### src/rtl/gray_sweep_ctrl_if.sv
// rtl/gray_sweep_ctrl_if.sv - valid/ready stream carrying captured (binary, Gray) pairs
interface gray_sweep_ctrl_if #(parameter int WIDTH = 4);
  logic             out_valid;
  logic             out_ready;
  logic [WIDTH-1:0] out_bin;
  logic [WIDTH-1:0] out_gray;

  modport master (output out_valid, output out_bin, output out_gray, input out_ready);
  modport slave  (input out_valid, input out_bin, input out_gray, output out_ready);
endinterface

### src/rtl/gray_sweep_ctrl.sv
// rtl/gray_sweep_ctrl.sv - sweeps a binary count through a Gray converter and streams checked pairs
module gray_sweep_ctrl #(
  parameter int WIDTH = 4,
  parameter int DIV   = 200
) (
  input  logic                    clk,
  input  logic                    rst_n,
  input  logic                    start,
  input  logic                    stop,
  input  logic                    mode,
  input  logic                    dir,
  output logic [WIDTH-1:0]        conv_in,
  input  logic [WIDTH-1:0]        conv_gray,
  gray_sweep_ctrl_if.master       stream,
  output logic                    busy,
  output logic                    done,
  output logic                    err
);

  localparam int TW = (DIV > 1) ? $clog2(DIV) : 1;
  localparam logic [TW-1:0]    RELOAD = TW'(DIV - 1);
  localparam logic [WIDTH-1:0] ALL1   = '1;

  typedef enum logic [1:0] {IDLE, HOLD, PRESENT, DONE} state_t;

  state_t           state;
  logic [WIDTH-1:0] count;
  logic [TW-1:0]    timer;
  logic             mode_r;
  logic             dir_r;
  logic             have_prev;
  logic [WIDTH-1:0] prev_gray;

  logic             hs;
  logic             terminal;
  logic [WIDTH-1:0] next_count;
  logic             adj_bad;

  function automatic int popcount(input logic [WIDTH-1:0] v);
    int n;
    n = 0;
    for (int i = 0; i < WIDTH; i++) n += int'(v[i]);
    return n;
  endfunction

  // The count register is the converter input; in IDLE it simply keeps its last value.
  assign conv_in    = count;
  assign hs         = stream.out_valid & stream.out_ready;
  assign terminal   = dir_r ? (count == '0) : (count == ALL1);
  // Modulo arithmetic makes the continuous-mode wrap the same as an ordinary step.
  assign next_count = dir_r ? (count - 1'b1) : (count + 1'b1);
  assign adj_bad    = (popcount(prev_gray ^ stream.out_gray) != 1);

  // Sweep sequencer: settle timer, capture, handshake, adjacency check and abort handling.
  always_ff @(posedge clk or negedge rst_n) begin
    if (!rst_n) begin
      state           <= IDLE;
      count           <= '0;
      timer           <= '0;
      mode_r          <= 1'b0;
      dir_r           <= 1'b0;
      have_prev       <= 1'b0;
      prev_gray       <= '0;
      stream.out_valid <= 1'b0;
      stream.out_bin  <= '0;
      stream.out_gray <= '0;
      busy            <= 1'b0;
      done            <= 1'b0;
      err             <= 1'b0;
    end else begin
      done <= 1'b0;
      case (state)
        IDLE: begin
          if (start) begin
            count     <= dir ? ALL1 : '0;
            mode_r    <= mode;
            dir_r     <= dir;
            timer     <= RELOAD;
            err       <= 1'b0;
            have_prev <= 1'b0;
            busy      <= 1'b1;
            state     <= HOLD;
          end
        end
        HOLD: begin
          if (stop) begin
            busy  <= 1'b0;
            state <= IDLE;
          end else if (timer == '0) begin
            stream.out_bin   <= count;
            stream.out_gray  <= conv_gray;
            stream.out_valid <= 1'b1;
            state            <= PRESENT;
          end else begin
            timer <= timer - 1'b1;
          end
        end
        PRESENT: begin
          if (hs) begin
            if (have_prev && adj_bad) err <= 1'b1;
            have_prev        <= 1'b1;
            prev_gray        <= stream.out_gray;
            stream.out_valid <= 1'b0;
            if (stop) begin
              busy  <= 1'b0;
              state <= IDLE;
            end else if (terminal && !mode_r) begin
              busy  <= 1'b0;
              done  <= 1'b1;
              state <= DONE;
            end else begin
              count <= next_count;
              timer <= RELOAD;
              state <= HOLD;
            end
          end else if (stop) begin
            stream.out_valid <= 1'b0;
            busy             <= 1'b0;
            state            <= IDLE;
          end
        end
        DONE: begin
          state <= IDLE;
        end
        default: begin
          state <= IDLE;
        end
      endcase
    end
  end

endmodule

### src/flat_wrapper.sv
// flat-port wrapper written by rule: the top's interface ports become plain ports
module gray_sweep_ctrl_flat 
#(
  parameter int WIDTH = 4,
  parameter int DIV   = 200
)
  (clk, rst_n, start, stop, mode, dir, conv_in, conv_gray, busy, done, err, stream_out_valid, stream_out_bin, stream_out_gray, stream_out_ready);
  gray_sweep_ctrl_if #(.WIDTH(WIDTH)) stream_i ();
  input  logic clk;
  input  logic rst_n;
  input  logic start;
  input  logic stop;
  input  logic mode;
  input  logic dir;
  output logic [WIDTH-1:0] conv_in;
  input  logic [WIDTH-1:0] conv_gray;
  output logic busy;
  output logic done;
  output logic err;
  output wire logic [$bits(stream_i.out_valid)-1:0] stream_out_valid;
  output wire logic [$bits(stream_i.out_bin)-1:0] stream_out_bin;
  output wire logic [$bits(stream_i.out_gray)-1:0] stream_out_gray;
  input wire logic [$bits(stream_i.out_ready)-1:0] stream_out_ready;
  assign stream_out_valid = stream_i.out_valid;
  assign stream_out_bin = stream_i.out_bin;
  assign stream_out_gray = stream_i.out_gray;
  assign stream_i.out_ready = stream_out_ready;
  gray_sweep_ctrl #(.WIDTH(WIDTH), .DIV(DIV)) u_core (.clk(clk), .rst_n(rst_n), .start(start), .stop(stop), .mode(mode), .dir(dir), .conv_in(conv_in), .conv_gray(conv_gray), .stream(stream_i), .busy(busy), .done(done), .err(err));
endmodule
### config.mk
export PLATFORM = sky130hd
export DESIGN_NAME = gray_sweep_ctrl_flat
export DESIGN_NICKNAME = d
export VERILOG_FILES = /design/src/rtl/gray_sweep_ctrl_if.sv /design/src/rtl/gray_sweep_ctrl.sv /design/src/flat_wrapper.sv
export SDC_FILE = /design/constraint.sdc
export NUM_CORES = 1
export LEC_CHECK = 0
export ABC_AREA = 1
export BUFFER_PORTS_ARGS = -buffer_cell sky130_fd_sc_hd__buf_4
export CELL_PAD_IN_SITES_DETAIL_PLACEMENT = 0
export CELL_PAD_IN_SITES_GLOBAL_PLACEMENT = 1
export CORE_MARGIN = 2
export CORE_UTILIZATION = 45
export CTS_BUF_LIST = sky130_fd_sc_hd__clkbuf_8 sky130_fd_sc_hd__clkbuf_16
export DETAILED_ROUTE_END_ITERATION = 8
export GPL_ROUTABILITY_DRIVEN = 0
export PLACE_DENSITY_LB_ADDON = 0.1
export SETUP_SLACK_MARGIN = 0.3
export SLEW_MARGIN = 40
export SYNTH_ARGS = -nofsm -noshare
export SYNTH_HDL_FRONTEND = slang
export SYNTH_SLANG_ARGS = --single-unit
### constraint.sdc
create_clock -name clk -period 3.7 [get_ports clk]
set_clock_uncertainty 0.05 [all_clocks]
set_input_delay 0.74 -clock clk [delete_from_list [all_inputs] [get_ports clk]]
set_output_delay 0.74 -clock clk [all_outputs]
set_load 0.01 [all_outputs]
==> reports/results.tsv <==
metric	value	unit
setup_tns	0	ns
h-tree-depth	2	
period_share	60.0	%
cts_resized	0	
grt_max_degree	34	
cp-end-kind	flip-flop	
cp.arrival	2.38	ns
dpl_worst_slack	1.45	ns
ir_drop	0.000425	V
slew_headroom	63.1	%
synth.avg_cell_area	7.60	um2
drc	0	
p_leak	0.00128	uW
synth_top_family_by_area	simple AND/OR/NAND/NOR gates	
hold_viol_final	0	
p_clk_share	12.6	%
synth_top_area_cell	dfrtp_1	
setup_viol	0	
synth.area.mux_share	0	%
drtIter0Drc	58	
syn_nets	287	
max_freq	0.450	GHz
critPathKind	reg -> reg	
holdWs	0.335	ns
hold_class	in -> async	
postRouteAntennaNets	0	
cts_tree	done	
grt_pass1_wl	7590	um
design.portCount	27	
p_seq_share	32.9	%
dpl.hpwl	3040	um
num_antenna_cells	0	
clk_pin_slew	0.07	ns
syn_to_final_growth	15.8	%
port-buffer-count	26	
period_needed	2.22	ns
synth_cell_type_count	26	
routed_wl	4210	um
cts_buffers	5	
seq_area_frac_synth	41.2	%
ys_ff_latch	33	
post-cts-setup-buffers	0	
swShare	46.4	%
grt_use_total	18.9	%
core-area	4320	um2
clk_path_buf_depth	2	
rr_worst_depth	9	
std_cell_rows	24	
worst-endpoint-required	3.86	ns
rsz0062_at_grt	false	
start_kind	flip-flop	
initial_core_util	46.4	%
yosysWarnings	0	
synth_adder_area_share	8.23	%
die_w	70.8	um
hold_buffers	0	
cts_sinks	33	
synth_edf_count	0	
power.internal	1120	uW
drtPass1Iterations	4	
powerDensity	901	nW/um2
cts_root_buf	clkbuf_8	
layout.nets	316	
syn_area	2010	um2
layout-drive-gt1-share	18.4	%
clock_latency	0.29	ns
antenna_found_initial	0	
worst_pin_slew	0.554	ns
status	completed	
syn_inst	264	
combPwrFrac	54.6	%
synth_commonest_cells	nand2_1 (99), dfrtp_1 (33), inv_1 (23)	
maxCapViolCount	0	
synth-compound-area-share	7.24	%
grt_overflow	0	
vias_per_cell	4.89	
die_h	70.8	um
ys.flop_type	dfrtp_1	
grt_pass1_vias	1649	
die-area	5010	um2
synth_most_common_cell	nand2_1	
async_flop_share	100	%
synthDominantCellAreaShare	41.2	%
wl_per_cell	12.2	um
synth-xor-area-share	3.06	%
p_switching	970	uW
setup_ws	1.48	ns
synth_top_cells_by_area	dfrtp_1 (41%), nand2_1 (19%), ha_1 (6.2%), nand3_1 (5.5%), inv_1 (4.3%)	
slew_violations	0	
yosys.area_share.simple	33.7	%
num_vias	1691	
cp_max_fo	4	
## per-stage QoR
step	total power, uW	cells	util [%]	cell area (um2)
after floorplan	1500	264	-	2010
after global placement	1830	338	51.8	2240
after detailed placement	1840	338	51.8	2240
after CTS	2120	346	53.7	2320
after global routing	2350	346	53.7	2320
final	2090	346	53.7	2320
## power by group through the flow
stage | Combinational (uW) | Clock (uW) | Sequential (uW)
after floorplan | 803 | 0 | 699
after global placement | 1140 | 0 | 694
after detailed placement | 1140 | 0 | 695
after CTS | 1160 | 274 | 689
after global routing | 1350 | 285 | 713
final | 1140 | 263 | 687
## critical path, stage by stage (launching register included)
cell and delay [ns]:
dfrtp_1 0.41, xor2_1 0.17, ha_1 0.31, fa_1 0.42
ha_1 0.27, nor3b_1 0.20, o21ai_0 0.10, nand2_1 0.11
nand2_1 0.05, o21ai_1 0.06
## routing by layer
| layer | GRT usage (%) | wire length (um) | vias up |
|---|---|---|---|
| li1 | - | - | 888 |
| met1 | 26.8 | 2190 | 764 |
| met2 | 28.5 | 1780 | 33 |
| met3 | 4.84 | 177 | 6 |
| met4 | 6.29 | 64 | 0 |
| met5 | 0 | 0 | - |
## cells by family after synthesis
logic type / count (synthesis)
fa+ha+maj: 12
compound gates: 23
buf+inv: 32
xor+xnor: 7
simple gates: 157
flops: 33
## worst paths after layout
| kind | slack (ns) | endpoint | start |
|---|---|---|---|
| worst max-delay path | 1.48 | u_core.err | u_core.stream.out_gray[0] |
| worst min-delay path | 0.34 | u_core.stream.out_bin[0] | rst_n |
| worst max register to register | 1.48 | u_core.err | u_core.stream.out_gray[0] |
| worst min register to register | 0.44 | u_core.stream.out_bin[0] | u_core.stream.out_bin[0] |
| max in group asynchronous | 2.94 | u_core.state[1] | rst_n |
| min in group clk | 0.44 | u_core.stream.out_bin[0] | u_core.stream.out_bin[0] |
## layout make-up
type | count | area [um2]
fillers | 468 | 2000
multi-input cells | 199 | 1050
flip-flops and latches | 33 | 826
repair buffers | 26 | 195
inverters | 28 | 105
clock buffers | 5 | 68.8
well taps | 52 | 65.1
clock inverters | 3 | 13.8
## cell usage in the layout (no fill, tap or decap), drive strengths merged
master	synthesis	routed
o22ai	1	1
nor2	26	26
o21a	1	1
clkbuf	0	5
clkinv	0	2
fa	2	2
nand3	23	23
ha	10	10
buf	4	26
xor2	6	6
dfrtp	33	33
xnor2	1	1
a21oi	7	7
o21ai	14	14
inv	28	29
nand2	105	105
nor3b	1	1
nand4	2	2
## sequential cells by signal (all words and copies together), names as in the netlist, 2 cells and up
| name | flops |
|---|---|
| u_core.timer | 8 |
| u_core.prev_gray | 4 |
| u_core.conv_in | 4 |
| u_core.stream.out_gray | 4 |
| u_core.stream.out_bin | 4 |
| u_core.state | 2 |
(Power assumes the default switching activity.)
